<file path="config.mk">
export PLATFORM = sky130hd
export DESIGN_NAME = dmem_store_buffer
export DESIGN_NICKNAME = d
export VERILOG_FILES = /design/src/rtl/dmem_pkg.sv /design/src/rtl/store_fifo.sv /design/src/rtl/dmem_store_buffer.sv
export SDC_FILE = /design/constraint.sdc
export NUM_CORES = 2
export LEC_CHECK = 0
export CORE_MARGIN = 2
export CORE_UTILIZATION = 45
export CTS_BUF_LIST = sky130_fd_sc_hd__clkbuf_4
export CTS_CLUSTER_SIZE = 40
export DETAILED_ROUTE_END_ITERATION = 8
export GPL_TIMING_DRIVEN = 0
export PLACE_DENSITY = 0.62
export REMOVE_ABC_BUFFERS = 1
export SLEW_MARGIN = 10
export SYNTH_ARGS = -nofsm -noshare
export SYNTH_HDL_FRONTEND = slang
export SYNTH_SLANG_ARGS = --single-unit
</file>
<file path="constraint.sdc">
create_clock -name clk -period 4.68 [get_ports clk]
set_input_delay 0.468 -clock clk [delete_from_list [all_inputs] [get_ports clk]]
set_output_delay 0.468 -clock clk [all_outputs]
set_load 0.1 [all_outputs]
</file>
<file path="src/rtl/dmem_pkg.sv">
// Shared widths and the store-buffer entry record for the data-memory store buffer.
package dmem_pkg;

   localparam int unsigned ADDR_W   = 8;
   localparam int unsigned DATA_W   = 8;
   localparam int unsigned SB_DEPTH = 4;
   localparam int unsigned CNT_W    = 4;

   typedef struct packed {
      logic [ADDR_W-1:0] addr;
      logic [DATA_W-1:0] data;
   } sb_entry_t;

endpackage

</file>
<file path="src/rtl/store_fifo.sv">
// Circular store FIFO: entry storage, valid bits, head/tail pointers and occupancy count.
module store_fifo
   import dmem_pkg::*;
#(
   parameter int unsigned DEPTH = SB_DEPTH
) (
   input  logic                       clk,
   input  logic                       rst_n,
   input  logic                       push_i,
   input  logic                       pop_i,
   input  sb_entry_t                  push_entry_i,
   output sb_entry_t [DEPTH-1:0]      entry_o,
   output logic [DEPTH-1:0]           valid_o,
   output logic [$clog2(DEPTH)-1:0]   head_o,
   output logic [CNT_W-1:0]           count_o
);

   localparam int unsigned PTR_W = $clog2(DEPTH);

   sb_entry_t [DEPTH-1:0] entry_q;
   logic [DEPTH-1:0]      valid_q, valid_d;
   logic [PTR_W-1:0]      head_q, head_d;
   logic [PTR_W-1:0]      tail_q, tail_d;
   logic [CNT_W-1:0]      count_q, count_d;

   // Pop clears before push sets, so a full-buffer push+pop on the same slot stays valid.
   always_comb begin
      valid_d = valid_q;
      head_d  = head_q;
      tail_d  = tail_q;
      count_d = count_q;
      if (pop_i) begin
         valid_d[head_q] = 1'b0;
         head_d          = head_q + PTR_W'(1);
      end
      if (push_i) begin
         valid_d[tail_q] = 1'b1;
         tail_d          = tail_q + PTR_W'(1);
      end
      case ({push_i, pop_i})
         2'b10:   count_d = count_q + CNT_W'(1);
         2'b01:   count_d = count_q - CNT_W'(1);
         default: count_d = count_q;
      endcase
   end

   always_ff @(posedge clk or negedge rst_n) begin
      if (!rst_n) begin
         valid_q <= '0;
         head_q  <= '0;
         tail_q  <= '0;
         count_q <= '0;
      end else begin
         valid_q <= valid_d;
         head_q  <= head_d;
         tail_q  <= tail_d;
         count_q <= count_d;
      end
   end

   // Payload needs no reset; valid bits qualify it.
   always_ff @(posedge clk) begin
      if (push_i) begin
         entry_q[tail_q] <= push_entry_i;
      end
   end

   assign entry_o = entry_q;
   assign valid_o = valid_q;
   assign head_o  = head_q;
   assign count_o = count_q;

endmodule

</file>
<file path="src/rtl/dmem_store_buffer.sv">
// Data memory with a store buffer: stores queue and drain when the single RAM port is idle,
// loads read the RAM or forward from the youngest matching buffered store.
module dmem_store_buffer
   import dmem_pkg::*;
#(
   parameter int unsigned DEPTH     = SB_DEPTH,
   parameter int unsigned MEM_WORDS = 256
) (
   input  logic              clk,
   input  logic              rst,
   input  logic              MemWrite,
   input  logic [ADDR_W-1:0] ALUOut,
   input  logic [DATA_W-1:0] rd2_Data,
   input  logic              MemRead,
   output logic [DATA_W-1:0] ReadData,
   output logic              stall,
   output logic              overflow,
   output logic [CNT_W-1:0]  sb_count
);

   localparam int unsigned PTR_W  = $clog2(DEPTH);
   localparam int unsigned RAM_AW = $clog2(MEM_WORDS);

   logic [DATA_W-1:0]     ram_q [MEM_WORDS];
   sb_entry_t [DEPTH-1:0] entry;
   logic [DEPTH-1:0]      valid;
   logic [PTR_W-1:0]      head;
   logic [CNT_W-1:0]      count;

   logic                  full_c, drain_c, push_c;
   sb_entry_t             push_entry_c;
   logic                  fwd_hit_c;
   logic [DATA_W-1:0]     fwd_data_c;
   logic [DATA_W-1:0]     read_data_q, read_data_d;
   logic                  overflow_q, overflow_d;

   assign full_c       = (count == CNT_W'(DEPTH));
   assign drain_c      = (count != '0) && !MemRead;
   assign push_c       = MemWrite && (!full_c || drain_c);
   assign push_entry_c = '{addr: ALUOut, data: rd2_Data};

   store_fifo #(.DEPTH(DEPTH)) u_fifo (
      .clk          (clk),
      .rst_n        (rst),
      .push_i       (push_c),
      .pop_i        (drain_c),
      .push_entry_i (push_entry_c),
      .entry_o      (entry),
      .valid_o      (valid),
      .head_o       (head),
      .count_o      (count)
   );

   // Walk oldest to youngest so the last match wins.
   always_comb begin
      fwd_hit_c  = 1'b0;
      fwd_data_c = '0;
      for (int unsigned k = 0; k < DEPTH; k++) begin
         if (valid[head + PTR_W'(k)] && (entry[head + PTR_W'(k)].addr == ALUOut)) begin
            fwd_hit_c  = 1'b1;
            fwd_data_c = entry[head + PTR_W'(k)].data;
         end
      end
   end

   always_comb begin
      read_data_d = read_data_q;
      overflow_d  = overflow_q;
      if (MemRead) begin
         read_data_d = fwd_hit_c ? fwd_data_c : ram_q[RAM_AW'(ALUOut)];
      end
      if (MemWrite && full_c && !drain_c) begin
         overflow_d = 1'b1;
      end
   end

   always_ff @(posedge clk or negedge rst) begin
      if (!rst) begin
         read_data_q <= '0;
         overflow_q  <= 1'b0;
      end else begin
         read_data_q <= read_data_d;
         overflow_q  <= overflow_d;
      end
   end

   // Reset clears the count asynchronously, which also kills any pending drain write.
   always_ff @(posedge clk) begin
      if (drain_c) begin
         ram_q[RAM_AW'(entry[head].addr)] <= entry[head].data;
      end
   end

   assign ReadData = read_data_q;
   assign overflow = overflow_q;
   assign stall    = full_c;
   assign sb_count = count;

endmodule

</file>
After elaboration in Yosys (flattened, before gate mapping). Memories as Yosys holds them, arrays and structs flattened. Cells that the tools add are included.

Add/sub/neg operators: 6. Magnitude comparators: 7. Equal/unequal tests: 7. Mux-type cells: 37. Bitwise operators: 3. Reduce and logical (&&, ||, !) cells: 16.

Operators with widths (number): binary-select mux 16 bit (select 2 bit) (4); 2-to-1 mux 16 bit (5); bitwise mux 64 bit (1); 2-to-1 mux 8 bit (5); demux 16 bit (select 2 bit) (1); == test 8 bit (4); less-than comparator 2 x 3 -> 1 bit, second input constant (5); 2-to-1 mux 1 bit (12); logical AND 1 bit (10); binary-select mux 1 bit (select 2 bit) (4); 2-to-1 mux 4 bit (2); one-hot mux 4 bit (2 select lines) (1); adder 2 x 1 -> 2 bit, second input constant (2); adder 2 bit, second input constant (2); adder 4 x 1 -> 4 bit, second input constant (1); bitwise AND 4 bit (1); demux 1 bit (select 2 bit) (2); == test 4 x 3 -> 1 bit, second input constant (1); >= comparator 2 x 1 -> 1 bit, second input constant (2); inverter 4 bit (1); bitwise OR 4 bit (1); nonzero test 4 bit (1); subtractor 4 x 1 -> 4 bit, second input constant (1); zero test 1 bit (3); 4 further kinds (4).

Flip-flop bits (word level): 85. RAM bits: 2048. Input port bits: 20. Output and inout bits: 14. Word-level logic and storage cells: 91. Memories kept: 1.

Memories: ram_q (depth 256, bits a word 8, rd ports 1, clocked after memory_dff 0, wr ports 1, RTL line dmem_store_buffer.sv:24) `logic [DATA_W-1:0] ram_q [MEM_WORDS];`.

Depth between registers and ports, before layout.
Depth in word-level cells: 9. Gate-level depth with buffers: 19. Mapped depth without buffers: 10.

By module. Synthesis repeated with hierarchy kept, for this count alone.

Cells, all modules: 4496. Area total of the unflattened synthesis: 85210.5 um2.

Modules (own cells, without submodules): dmem_store_buffer (times used 1, cells an instance 4371, area an instance 82606.7 um2, sequential area each 61724.2 um2); store_fifo (times used 1, cells an instance 125, area an instance 2603.7 um2, sequential area each 2222.1 um2).

Worst setup path before layout. OpenSTA, ideal clock, no wires.

Kind: reg-to-reg. Start point: register u_fifo.count_q[2] (netlist: u_fifo.count_o[2]). End point: register u_fifo.valid_q[0] (netlist: u_fifo.valid_o[0]). Setup time: 119 ps. Data arrival time: 5748 ps. Required time: 4561 ps. Slack: -1186 ps. Cell stages (with the launch flop): 5. Path buffers: 0. Clock period less this slack: 5866 ps. Cells stage by stage: dfrtp_1 -> nor4b_1 -> a21boi_1 -> and2_1 -> a21o_1.

Word-level cells in the longest chain between the ends: 5. Elaborated cells on any way between the ends: 9. Classes of those cells: 1 x eq/ne; 2 x mux; 1 x bitwise; 5 x reduce/logical.

RTL lines: from (decl) (RTL line store_fifo.sv:24) `logic [CNT_W-1:0] count_q, count_d;`; from (signal assigned) (RTL line store_fifo.sv:57) `count_q <= count_d;`; == test 4 x 3 -> 1 bit (RTL line dmem_store_buffer.sv:37) `assign full_c = (count == CNT_W'(DEPTH));`; net stall (RTL line dmem_store_buffer.sv:16) `output logic stall,`; zero test 1 bit (RTL line dmem_store_buffer.sv:39) `assign push_c = MemWrite && (!full_c || drain_c);`; logical OR 1 bit (RTL line dmem_store_buffer.sv:39); logical AND 1 bit (RTL line dmem_store_buffer.sv:39); 2-to-1 mux 4 bit (RTL line store_fifo.sv:36) `if (push_i) begin`; net u_fifo.valid_d[0] (RTL line store_fifo.sv:21) `logic [DEPTH-1:0] valid_q, valid_d;`; to (signal assigned) (RTL line store_fifo.sv:54) `valid_q <= valid_d;`; to (decl) (RTL line store_fifo.sv:21).

The timed path passes the listed nets, and every way through them passes these cells. A chain may end at the register's enable or synchronous reset.

Final worst setup path.
Start point: register u_fifo.head_q[1] (netlist: u_fifo.head_o[1]). End point: memory ram_q[62][5] (enable).

Word-level cells in the longest chain between the ends: 2.

RTL lines: from (decl) (RTL line store_fifo.sv:22) `logic [PTR_W-1:0] head_q, head_d;`; from (signal assigned) (RTL line store_fifo.sv:50) `head_q <= '0;`; from (signal assigned) (RTL line store_fifo.sv:55) `head_q <= head_d;`; binary-select mux 16 bit (select 2 bit) (RTL line dmem_store_buffer.sv:90) `ram_q[RAM_AW'(entry[head].addr)] <= entry[head].data;`; 2-to-1 mux 16 bit (implied by the code) (RTL line dmem_store_buffer.sv:90); to (decl) (RTL line dmem_store_buffer.sv:24).

Every way passes these cells. The select of a mux whose other input is x is not followed.

==> flow_summary.yaml <==
status:
  outcome: "finished, final reports clean"
critical_path:
  end_kind: "flop"
  cp_max_fo: 18
  worstPathArrival_ns: 5.41
  startpoint_type: "flop"
  crit_type: "flop to flop"
  cp.required_ns: 5.64
timing:
  fin_setup_tns_ns: 0
  setup_viol: 0
  finalClockSkew_ns: 0.0573
  hold_viol_final: 0
  slew_violations: 0
  fin_crit_ns: 4.46
  post-route-period-util_pct: 95.2
  max_freq_mhz: 224
  tightest_slew_ns: 1.31
  maxSlewHeadroom_pct: 12.2
  rsz0062_at_grt: "false"
global_route:
  grt_usage_pct: 21.3
  antenna_found_initial: 6
  gr-total-overflow: 0
  grt_first_pass_wirelength_um: 298000
  grt_pass1_vias: 44000
  grt_max_degree: 85
synthesis:
  syn_area_sq_um: 85300
  synth_top_area_share_pct: 74.4
  synth_largest_area_cell: "edfxtp_1"
  syn_area_per_cell_sq_um: 21.0
  seq_area_frac_synth_pct: 75.0
  ys.warnings.count: 0
  synth.area.top_cells: "edfxtp_1 (74%), mux4_2 (14%), mux2i_1 (1.4%)"
  ys_ff_latch: 2133
  syn_inst: 4058
  synth_ff_type: "edfxtp_1"
  synth_edf_count: 2112
  synthDistinctLibCells: 74
  synthArstFlopShare_pct: 0.985
floorplan:
  core_sq_um: 188000
  rows: 159
  initial_utilization_pct: 45.4
  die-area_sq_um: 193000
  num_io_pins: 34
  die_h_um: 439
  die_w_um: 439
routing:
  route.detailed.drc: 0
  wl_um: 206000
  drt-wirelength-per-cell_um: 28.1
  vias: 43000
  drt-pass1-iter-count: 5
  ant_nets: 0
  post_drt_via_cell_ratio: 5.86
  first_iter_violations: 4539
layout:
  nFillCells: 15100
  syn_to_final_growth_pct: 12.2
  utilization_pct: 50.9
  final_common_cell: "edfxtp_1"
  final_nets: 4528
  final_cell_mix: "edfxtp_1 (2112), clkbuf_4 (818), mux4_2 (531)"
  multi_input_area_sq_um: 19800
  instances_no_fill: 7330
  register_area_sq_um: 64000
  drive_gt1_share_pct: 31.7
placement:
  dp.cells: 6404
  port_buffers: 33
  dp_hpwl_um: 123000
  finalWeightedCongestion: 0.810
cts:
  cts-htree-levels: 6
  numCtsBuffers: 567
  cts_tree: "done"
  root_buffer: "clkbuf_4"
  cts_sinks: 2133
  clockBufferDepth: 4
  insertion_delay_ns: 1.34
  clkTransAtPathRegs_ns: 0.06
pwr:
  vdd_drop_max_mv: 0.442
  p_per_area_nw_per_um2: 530
  leakage_nw: 30.2
job:
  drv_cap: 0
hold_path:
  hold_path_class: "primary input to flop"
-- stage by stage --
stage	hold WS (ns)	instance area (sq um)	total power (W)	worst slack, ns
floorplan	0.172	83600	0.0310	-1.44
global placement	0.450	87000	0.0369	-43.62
detailed placement	0.465	89000	0.0359	-0.822
CTS	0.0350	95700	0.0511	0.0178
global route	0.124	95700	0.0528	0.0326
finish	0.179	95700	0.0507	0.223
-- kinds of logic (layout without fill, tap and decap cells) --
group / Yosys count / after routing / synth area share (%)
flip-flops: 2133 / 2133 / 75.0
AO/OA/AOI/OAI: 325 / 325 / 2.72
AND/OR/NAND/NOR: 581 / 581 / 3.05
other: 0 / 2 / 0
adder cells (fa/ha/maj): 11 / 11 / 0.170
buffers and inverters: 264 / 1039 / 2.04
XOR/XNOR: 46 / 46 / 0.472
multiplexers: 698 / 698 / 16.6
-- final cells by class --
cell class,count,area share [%]
Multi-Input combinational cell,1661,20.7
Clock inverter,87,0.378
Timing Repair Buffer,122,2.41
Sequential cell,2133,66.8
Clock buffer,818,6.42
Tap cell,2495,3.26
Inverter,12,0.0510
Antenna cell,2,0.00523
-- where the power goes --
part	switching, W	internal (W)
registers	0.000253	0.0251
logic	0.00727	0.00283
clock network	0.00728	0.00798
-- worst paths after layout --
path / start / cells after the start / to / slack (ns)
setup / recovery: u_fifo.head_o[1] / 6 / ram_q[62][5] / 0.22
hold / removal: ALUOut[3] / 3 / u_fifo.entry_o[11] / 0.18
setup reg to reg: u_fifo.head_o[1] / 6 / ram_q[62][5] / 0.22
hold reg to reg: overflow / 1 / overflow / 0.48
max in group asynchronous: rst / 2 / u_fifo.head_o[0] / 3.52
min in group asynchronous: rst / 2 / u_fifo.count_o[3] / 0.30
-- synth_stat cells, drive strengths merged (11+ instances only) --
cell / instances
edfxtp: 2112
mux4: 562
nor2: 283
buf: 162
nand2: 134
mux2i: 120
clkbuf: 90
a22oi: 88
nand3: 56
a21oi: 52
xnor2: 41
o22ai: 34
a31oi: 27
a211oi: 26
dfrtp: 21
o21ai: 21
nor3: 18
o221ai: 17
mux2: 16
and2: 14
nor2b: 14
nand2b: 13
nand4: 12
nor4: 11
-- critical path, cell delays in order, from the launching register on --
cell and delay [ns]:
dfrtp_4 0.62, buf_16 0.21, mux4_1 0.72, a211oi_2 0.69, nand3_2 0.71, buf_12 0.40, nor2_1 0.70
-- layer usage --
metal	up-vias	share of wire [%]	GRT usage, %
met2	1840	48	33.3
li1	18200	-	-
met3	296	7.9	4.82
met1	22700	42	29.9
met5	-	0.0068	0
met4	2	2.4	7.15
-- state kept, by name (all words and copies together), names as in the netlist --
signal / cells
u_fifo.head_o: 2
u_fifo.valid_o: 4
ReadData: 8
u_fifo.entry_o: 64
u_fifo.count_o: 4
overflow: 1
ram_q: 2048
u_fifo.tail_q: 2
-- repair_timing --
item / in CTS / in global routing
hold endpoints to repair: 89 / 0
hold buffers: 18 / 0
setup endpoints to repair: 424 / 25
buffers inserted: 0 / 1
cloned: 0 / 0
gates resized for setup: 5 / 6
Note: power is estimated with default switching activity, not from simulation.
